<file path="src/rtl/cpu_pkg.sv">
// Shared constants for the ALU control sequencer: opcodes, ALU codes, state
// encoding and instruction-register field positions.
package cpu_pkg;

    localparam int OPC_HI = 31;
    localparam int RA_HI  = 26;
    localparam int RA_LO  = 23;
    localparam int RB_HI  = 22;
    localparam int RB_LO  = 19;
    localparam int RC_HI  = 18;
    localparam int RC_LO  = 15;

    localparam logic [4:0] OP_ADD = 5'b00011;
    localparam logic [4:0] OP_SUB = 5'b00100;
    localparam logic [4:0] OP_AND = 5'b00101;
    localparam logic [4:0] OP_OR  = 5'b00110;
    localparam logic [4:0] OP_SHR = 5'b00111;
    localparam logic [4:0] OP_SHL = 5'b01000;
    localparam logic [4:0] OP_ROR = 5'b01001;
    localparam logic [4:0] OP_ROL = 5'b01010;
    localparam logic [4:0] OP_MUL = 5'b01111;
    localparam logic [4:0] OP_DIV = 5'b10000;
    localparam logic [4:0] OP_NEG = 5'b10001;
    localparam logic [4:0] OP_NOT = 5'b10010;

    localparam logic [4:0] ALU_ADD = 5'b00000;
    localparam logic [4:0] ALU_SUB = 5'b00001;
    localparam logic [4:0] ALU_AND = 5'b00010;
    localparam logic [4:0] ALU_OR  = 5'b00011;
    localparam logic [4:0] ALU_SHR = 5'b00100;
    localparam logic [4:0] ALU_SHL = 5'b00101;
    localparam logic [4:0] ALU_ROR = 5'b00110;
    localparam logic [4:0] ALU_ROL = 5'b00111;
    localparam logic [4:0] ALU_MUL = 5'b01000;
    localparam logic [4:0] ALU_DIV = 5'b01001;
    localparam logic [4:0] ALU_NEG = 5'b01010;
    localparam logic [4:0] ALU_NOT = 5'b01011;

    typedef enum logic [3:0] {
        S_IDLE = 4'd0,
        S_T0   = 4'd1,
        S_T1   = 4'd2,
        S_T2   = 4'd3,
        S_T3   = 4'd4,
        S_T4   = 4'd5,
        S_T5   = 4'd6,
        S_T6   = 4'd7,
        S_HALT = 4'd8
    } state_t;

    typedef enum logic [1:0] {
        K_BIN     = 2'd0,
        K_MULDIV  = 2'd1,
        K_UNARY   = 2'd2,
        K_ILLEGAL = 2'd3
    } op_kind_t;

    typedef struct packed {
        op_kind_t   kind;
        logic [4:0] alu;
    } op_dec_t;

    function automatic op_dec_t decode_op(input logic [4:0] opc);
        op_dec_t d;
        case (opc)
            OP_ADD:  d = '{K_BIN,     ALU_ADD};
            OP_SUB:  d = '{K_BIN,     ALU_SUB};
            OP_AND:  d = '{K_BIN,     ALU_AND};
            OP_OR:   d = '{K_BIN,     ALU_OR};
            OP_SHR:  d = '{K_BIN,     ALU_SHR};
            OP_SHL:  d = '{K_BIN,     ALU_SHL};
            OP_ROR:  d = '{K_BIN,     ALU_ROR};
            OP_ROL:  d = '{K_BIN,     ALU_ROL};
            OP_MUL:  d = '{K_MULDIV,  ALU_MUL};
            OP_DIV:  d = '{K_MULDIV,  ALU_DIV};
            OP_NEG:  d = '{K_UNARY,   ALU_NEG};
            OP_NOT:  d = '{K_UNARY,   ALU_NOT};
            default: d = '{K_ILLEGAL, 5'b00000};
        endcase
        return d;
    endfunction

endpackage

</file>
<file path="src/rtl/reg_select_decoder.sv">
// Turns a register field plus an enable into a one-hot register select vector.
module reg_select_decoder #(
    parameter int NREG  = 16,
    parameter int SEL_W = $clog2(NREG)
) (
    input  logic [SEL_W-1:0] sel,
    input  logic             en,
    output logic [NREG-1:0]  onehot
);

    // One-hot decode, all zeros when not enabled.
    always_comb begin
        if (en) begin
            onehot = {{(NREG-1){1'b0}}, 1'b1} << sel;
        end else begin
            onehot = {NREG{1'b0}};
        end
    end

endmodule

</file>
<file path="src/rtl/alu_control_sequencer.sv">
// Hardwired fetch/decode/execute control unit driving Datapath strobes for
// register-register ALU instructions, one T-state per clock.
module alu_control_sequencer
    import cpu_pkg::*;
#(
    parameter int NREG  = 16,
    parameter int OPC_W = 5
) (
    input  logic            Clock,
    input  logic            Clear,
    input  logic            Run,
    input  logic            Mem_Ready,
    input  logic [31:0]     IR_Value,
    output logic            PC_Out,
    output logic            MDR_Out,
    output logic            ZLO_Out,
    output logic            ZHI_Out,
    output logic            PC_In,
    output logic            MDR_In,
    output logic            MAR_In,
    output logic            IR_In,
    output logic            Y_In,
    output logic            ZLO_In,
    output logic            ZHI_In,
    output logic            LO_In,
    output logic            HI_In,
    output logic            IncPC,
    output logic            Read,
    output logic [4:0]      CONTROL,
    output logic [NREG-1:0] Rin,
    output logic [NREG-1:0] Rout,
    output logic            Done,
    output logic            Fault
);

    state_t         state_q, state_d;
    op_dec_t        dec_s;
    logic [3:0]     ra_s, rb_s, rc_s;
    logic [3:0]     rout_sel_s;
    logic           rout_en_s, rin_en_s;
    logic           unused_ir_bits;
    state_t         end_next_s;

    assign dec_s          = decode_op(IR_Value[OPC_HI -: OPC_W]);
    assign ra_s           = IR_Value[RA_HI:RA_LO];
    assign rb_s           = IR_Value[RB_HI:RB_LO];
    assign rc_s           = IR_Value[RC_HI:RC_LO];
    assign unused_ir_bits = ^IR_Value[RC_LO-1:0];
    assign end_next_s     = Run ? S_T0 : S_IDLE;

    // State register; Clear aborts to IDLE from any state.
    always_ff @(posedge Clock or negedge Clear) begin
        if (!Clear) begin
            state_q <= S_IDLE;
        end else begin
            state_q <= state_d;
        end
    end

    // Next-state sequencing.
    always_comb begin
        state_d = state_q;
        case (state_q)
            S_IDLE: state_d = Run ? S_T0 : S_IDLE;
            S_T0:   state_d = S_T1;
            S_T1:   state_d = Mem_Ready ? S_T2 : S_T1;
            S_T2:   state_d = S_T3;
            S_T3:   state_d = (dec_s.kind == K_ILLEGAL) ? S_HALT : S_T4;
            S_T4:   state_d = (dec_s.kind == K_UNARY) ? end_next_s : S_T5;
            S_T5:   state_d = (dec_s.kind == K_MULDIV) ? S_T6 : end_next_s;
            S_T6:   state_d = end_next_s;
            S_HALT: state_d = S_HALT;
            default: state_d = S_IDLE;
        endcase
    end

    // Strobe decode from state and IR fields; illegal opcodes emit nothing at T3.
    always_comb begin
        PC_Out = 1'b0; MDR_Out = 1'b0; ZLO_Out = 1'b0; ZHI_Out = 1'b0;
        PC_In = 1'b0; MDR_In = 1'b0; MAR_In = 1'b0; IR_In = 1'b0;
        Y_In = 1'b0; ZLO_In = 1'b0; ZHI_In = 1'b0; LO_In = 1'b0; HI_In = 1'b0;
        IncPC = 1'b0; Read = 1'b0; CONTROL = 5'b00000; Done = 1'b0; Fault = 1'b0;
        rout_en_s = 1'b0; rout_sel_s = rb_s; rin_en_s = 1'b0;
        case (state_q)
            S_T0: begin
                PC_Out = 1'b1; MAR_In = 1'b1; IncPC = 1'b1; ZLO_In = 1'b1;
            end
            S_T1: begin
                ZLO_Out = 1'b1; Read = 1'b1; MDR_In = 1'b1; PC_In = Mem_Ready;
            end
            S_T2: begin
                MDR_Out = 1'b1; IR_In = 1'b1;
            end
            S_T3: begin
                case (dec_s.kind)
                    K_BIN, K_MULDIV: begin
                        rout_en_s = 1'b1; Y_In = 1'b1;
                    end
                    K_UNARY: begin
                        rout_en_s = 1'b1; CONTROL = dec_s.alu; ZLO_In = 1'b1;
                    end
                    default: ;
                endcase
            end
            S_T4: begin
                case (dec_s.kind)
                    K_BIN, K_MULDIV: begin
                        rout_en_s = 1'b1; rout_sel_s = rc_s; CONTROL = dec_s.alu;
                        ZLO_In = 1'b1; ZHI_In = (dec_s.kind == K_MULDIV);
                    end
                    K_UNARY: begin
                        ZLO_Out = 1'b1; rin_en_s = 1'b1; Done = 1'b1;
                    end
                    default: ;
                endcase
            end
            S_T5: begin
                case (dec_s.kind)
                    K_MULDIV: begin
                        ZLO_Out = 1'b1; LO_In = 1'b1;
                    end
                    K_BIN: begin
                        ZLO_Out = 1'b1; rin_en_s = 1'b1; Done = 1'b1;
                    end
                    default: ;
                endcase
            end
            S_T6: begin
                ZHI_Out = 1'b1; HI_In = 1'b1; Done = 1'b1;
            end
            S_HALT: Fault = 1'b1;
            default: ;
        endcase
    end

    reg_select_decoder #(.NREG(NREG)) u_rout_dec (
        .sel    (rout_sel_s),
        .en     (rout_en_s),
        .onehot (Rout)
    );

    reg_select_decoder #(.NREG(NREG)) u_rin_dec (
        .sel    (ra_s),
        .en     (rin_en_s),
        .onehot (Rin)
    );

endmodule
</file>
<file path="config.mk">
export PLATFORM = sky130hd
export DESIGN_NAME = alu_control_sequencer
export DESIGN_NICKNAME = d
export VERILOG_FILES = /design/src/rtl/cpu_pkg.sv /design/src/rtl/reg_select_decoder.sv /design/src/rtl/alu_control_sequencer.sv
export SDC_FILE = /design/constraint.sdc
export NUM_CORES = 1
export LEC_CHECK = 0
export ABC_AREA = 1
export CAP_MARGIN = 15
export CORE_MARGIN = 4
export CORE_UTILIZATION = 34
export CTS_BUF_LIST = sky130_fd_sc_hd__clkbuf_4 sky130_fd_sc_hd__clkbuf_8
export DETAILED_ROUTE_END_ITERATION = 10
export GPL_ROUTABILITY_DRIVEN = 0
export PLACE_DENSITY = 0.83
export SYNTH_ARGS = -nofsm -noshare
export SYNTH_HDL_FRONTEND = slang
export SYNTH_SLANG_ARGS = --single-unit
</file>
<file path="constraint.sdc">
create_clock -name Clock -period 2.5 [get_ports Clock]
set_clock_uncertainty 0.05 [all_clocks]
set_input_delay 0.625 -clock Clock [delete_from_list [all_inputs] [get_ports Clock]]
set_output_delay 0.625 -clock Clock [all_outputs]
set_load 0.005 [all_outputs]
</file>
* Word level (Yosys, flattened, before mapping)
Memory sizes are Yosys's and may differ from the RTL's. Index checks and enable logic that the tools add are counted.
Word-level totals: latch bits 0, memory bits (writable) 0, memories kept 1, bits of input ports 36, memory bits (read-only) 192, flip-flop bits (word level) 4
Memory list:
- (no name shown) | words 32, bits a word 6, read ports 1, clocked after memory_dff 0, write ports 0, line cpu_pkg.sv:65 | case (opc)
Cells by class: bitwise gates (word level) 0, $add $sub $neg 0, reductions and logical operators 5, divide/modulo/power cells 0, multiply operators 0, equal/unequal tests 11, $lt $le $gt $ge 0, mux-type cells 33, shift-type cells 2
Operators by type and width (number):
- $mux W16 | 2
- $pmux W4 S8 | 1
- $shl A1 B4 Y16 const A | 2
- $mux W1 | 17
- $eq A4 B3 Y1 const B | 4
- $mux W4 | 3
- $mux W5 | 2
- $pmux W5 S2 | 1
- $pmux W1 S3 | 3
- $eq A4 B2 Y1 const B | 2
- $mux W3 | 2
- $eq A2 B2 Y1 const B | 2
- $eq A4 B1 Y1 const B | 1
- $eq A4 B4 Y1 const B | 1
- $logic_not A4 Y1 | 1
- $pmux W1 S2 | 2
- $reduce_or A2 Y1 | 2
- $reduce_or A3 Y1 | 1
- $eq A2 B1 Y1 const B | 1
- $logic_not A2 Y1 | 1

* Longest topological paths before layout
An unclocked memory read counts as a cell.
depth after elaboration 7, depth in mapped cells 12

* Hierarchy
From an unflattened synthesis, not the netlist that was laid out.
Second synthesis, totals: cells, all modules 186, area total of the unflattened synthesis 958.4 um^2
Modules (own cells, without submodules):
- alu_control_sequencer | area an instance 705.7 um^2, cells each 124, times used 1
- reg_select_decoder | area an instance 126.4 um^2, cells each 31, times used 2

* Worst setup path before layout
OpenSTA, ideal clock, no wires.
path kind in2out, from input port IR_Value[27], to output port Rin[0], stages on the path 11, path slack 38 ps, required time 1825 ps, buffers on the path 1, data arrival time 1787 ps, cell sequence ha_1 > inv_1 > nand2_2 > nand2_4 > nand4_4 > nand2_2 > nand3_2 > nand2_1 > nand2_2 > buf_6 > nor2_1
On the way: word-level cells in the longest chain between the ends 5, elaborated cells on any way between the ends 7
RTL lines:
- from (decl) | line alu_control_sequencer.sv:13 | input logic [31:0] IR_Value,
- $mem_v2 Z32 W6 *
- $eq A2 B2 Y1 / $logic_not A2 Y1 (equally long branches) | line alu_control_sequencer.sv:106, alu_control_sequencer.sv:118
- $mux W1 (on tied branches) | line alu_control_sequencer.sv:106, alu_control_sequencer.sv:118
- $pmux W1 S2 * | line alu_control_sequencer.sv:84 | case (state_q)
- $mux W16 * | line reg_select_decoder.sv:13 | if (en) begin
- to (decl) | line alu_control_sequencer.sv:30 | output logic [NREG-1:0] Rin,
Mark *: on every way between the ends. The rest lies on a longest branch, timed or not.

* Final worst setup path
from input port IR_Value[27], to output port CONTROL[1]
On the way: word-level cells in the longest chain between the ends 5, elaborated cells on any way between the ends 8
RTL lines:
- $mem_v2 Z32 W6 *
- $eq A2 B1 Y1 / $logic_not A2 Y1 (equally long branches) | line alu_control_sequencer.sv:106 | case (dec_s.kind)
- $reduce_or A2 Y1 (no line)
- $mux W5 | line alu_control_sequencer.sv:106
- $pmux W5 S2 * | line alu_control_sequencer.sv:84
- to (decl) | line alu_control_sequencer.sv:29 | output logic [4:0] CONTROL,
Marked as above.

==> flow_metrics.tcl <==
set metrics [dict create \
    grt_overflow 0 \
    fin_crit_ps 2900 \
    r2r_cells 10 \
    fmax_mhz 345 \
    hold_class "in2async" \
    synthToLayoutAreaGrowth_pct 140 \
    p_leak_nw 1.23 \
    grt_pass1_wl_um 9610 \
    final_nets 372 \
    violations "negative setup slack" \
    dieArea_um2 4270 \
    arrival_ps 2220 \
    std_cell_rows 20 \
    worst_slack_ps -397 \
    cts.clk_slew.worst_paths_ps 40 \
    synthCells 205 \
    largest_reg_flops 4 \
    antenna_cells 0 \
    cts_buffers 3 \
    drt_first_iter_violations 185 \
    cts_hold_buffers 0 \
    setup_tns_ps -9380 \
    wirelength_um 7110 \
    initial_core_util 0.360 \
    post-place-ws_ps -1080 \
    ys_types 26 \
    cts_tree "done" \
    timing.rr.start "state_q[3]" \
    coreArea_um2 3100 \
    cp_max_fo 5 \
    grtUsageTotal 0.279 \
    die_w_um 65.4 \
    firstDrtPassIters 5 \
    powerDensity_nw_per_um2 402 \
    clkLatencyLatePin_ps 250 \
    cts_sinks 4 \
    syn_area_um2 1120 \
    power.total_mw 1.08 \
    wl_per_cell_um 18.9 \
    endpoint_kind "output pin" \
    crit_path_end "CONTROL[1]" \
    antenna_found_initial 0 \
    startpoint "IR_Value[27]" \
    top_register "state_q" \
    ant_nets 0 \
    clock_path_buffers 2 \
    viasPerCell 5.65 \
    required_ps 1820 \
    r2r_end "state_q[0]" \
    num_vias 2119 \
    final_util 0.866 \
    ioPinCount 90 \
    syn-num-nets 244 \
    synth-seq-cells 4 \
    hold_viol_final 0 \
    portBuffers 73 \
    path_class "in2out" \
    cts-root-buf "clkbuf_4" \
    crit_path_start_kind "input pin" \
    grt_pass1_vias 2036 \
    setup_violations 40 \
    synth_area_per_cell_um2 5.46 \
    post-dp-hpwl_um 3490 \
    grt_start_max_net_pins 9 \
    fin_cells 375 \
    cap_violations 0 \
    final-max-slew-violation-count 0 \
    yosysWarningCount 0 \
    status "finished with violations" \
    min_period_over_period 1.16 \
    ys_seq_area_frac 0.0895 \
    h-tree-depth 1 \
    die_height_um 65.4 \
    layout-drive-gt1-share 0.598 \
    hold_slack_ps 540 \
    dpl_cell_area_um2 2120 \
    r2r_slack_ps 700 \
    top_regs "state_q: 4 flops" \
    route.detailed.drc 0 \
    rsz0062_at_grt "yes" \
    stdcell_area_um2 2690 \
    dp.cells 350 \
    vdd_drop_max_uv 566 \
]
-- cells in the mapped netlist, drive strengths merged --
library cell / count / area [µm²]
nor3: 5 / 36.3
nor2: 50 / 188
a31oi: 1 / 6.26
a21oi: 1 / 5.00
nand2: 45 / 204
o21ai: 7 / 50.1
nand3: 15 / 92.6
nand4: 24 / 165
inv: 35 / 131
dfrtp: 4 / 100
clkbuf: 4 / 15.0
a41oi: 1 / 8.76
ha: 3 / 37.5
conb: 1 / 3.75
buf: 8 / 67.6
o21bai: 1 / 7.51
-- report_power, final --
| group | internal (mW) | switching (mW) |
|---|---|---|
| Combinational | 0.407 | 0.467 |
| Clock | 0.0541 | 0.0324 |
| Sequential | 0.0884 | 0.0313 |
-- how the worst min path moves through the flow --
stage,endpoint,slack [ps],cells past startpoint,startpoint
4_1_cts,state_q[0],540,1,Clear
3_5_place_dp,state_q[3],680,3,state_q[2]
5_1_grt,state_q[0],550,1,Clear
6_report,state_q[0],540,1,Clear
3_3_place_gp,state_q[3],650,3,state_q[2]
2_1_floorplan,state_q[0],280,0,Clear
-- per-layer routing --
| layer | global-route usage | wire (µm) |
|---|---|---|
| met1 | 0.307 | 2450 |
| met2 | 0.525 | 3660 |
| met3 | 0.0444 | 660 |
| met4 | 0.111 | 335 |
| met5 | 0 | 0 |
-- final cells by class --
class | instances | area, µm²
multi-input cells | 156 | 1270
flip-flops and latches | 4 | 100
inverters | 35 | 131
repair buffers | 133 | 1100
clock buffers | 3 | 22.5
fillers | 177 | 415
well taps | 44 | 55.1
-- layout by cell type, fill, tap and decap left out, types with 3 or more instances in the layout --
cell type	netlist	routed
nor2_1	50	18
inv_2	3	8
nor3_2	0	3
buf_4	6	50
clkdlybuf4s15_2	0	13
nand4_1	23	23
buf_2	0	26
nand2_1	37	19
nand2_2	5	13
nand2_8	0	4
dfrtp_1	4	4
nand3_2	1	3
inv_1	32	27
clkbuf_4	0	3
nor2_4	0	15
nand3_4	1	8
buf_6	2	12
nand3_1	13	4
dlygate4sd2_1	0	4
nor2_2	0	17
clkdlybuf4s50_1	0	23
nand2_4	3	11
o21ai_0	5	3
ha_4	0	3
-- logic make-up (layout without fill, tap and decap cells) --
kind of cell               count (synthesis)  after routing  synth area share
buffers and inverters                     47            171             0.191
adders and majority gates                  3              3            0.0336
and+or+nand+nor                          139            141             0.613
AOI/OAI and AO/OA                         11             11            0.0694
other                                      1              1           0.00335
DFF                                        4              4            0.0895
-- worst max-delay path, cell delays in order --
cell and delay (ps):
buf_8 110, ha_4 160, inv_2 60, nand2_4 60, nand2_4 70, nand2_2 80, o21ai_4 180, inv_2 90
buf_4 150, nand3_1 100, nand2_1 90, inv_2 140, nor2_1 50, dlygate4sd2_1 260
-- timing repair --
| item | in CTS | in global routing |
|---|---|---|
| resized for setup | 233 | 69 |
| endpoints found under the setup margin | 47 | 44 |
| cloned | 2 | 0 |
| buffers inserted | 13 | 7 |
| pin swaps | 41 | 29 |
(Power assumes the default switching activity.)
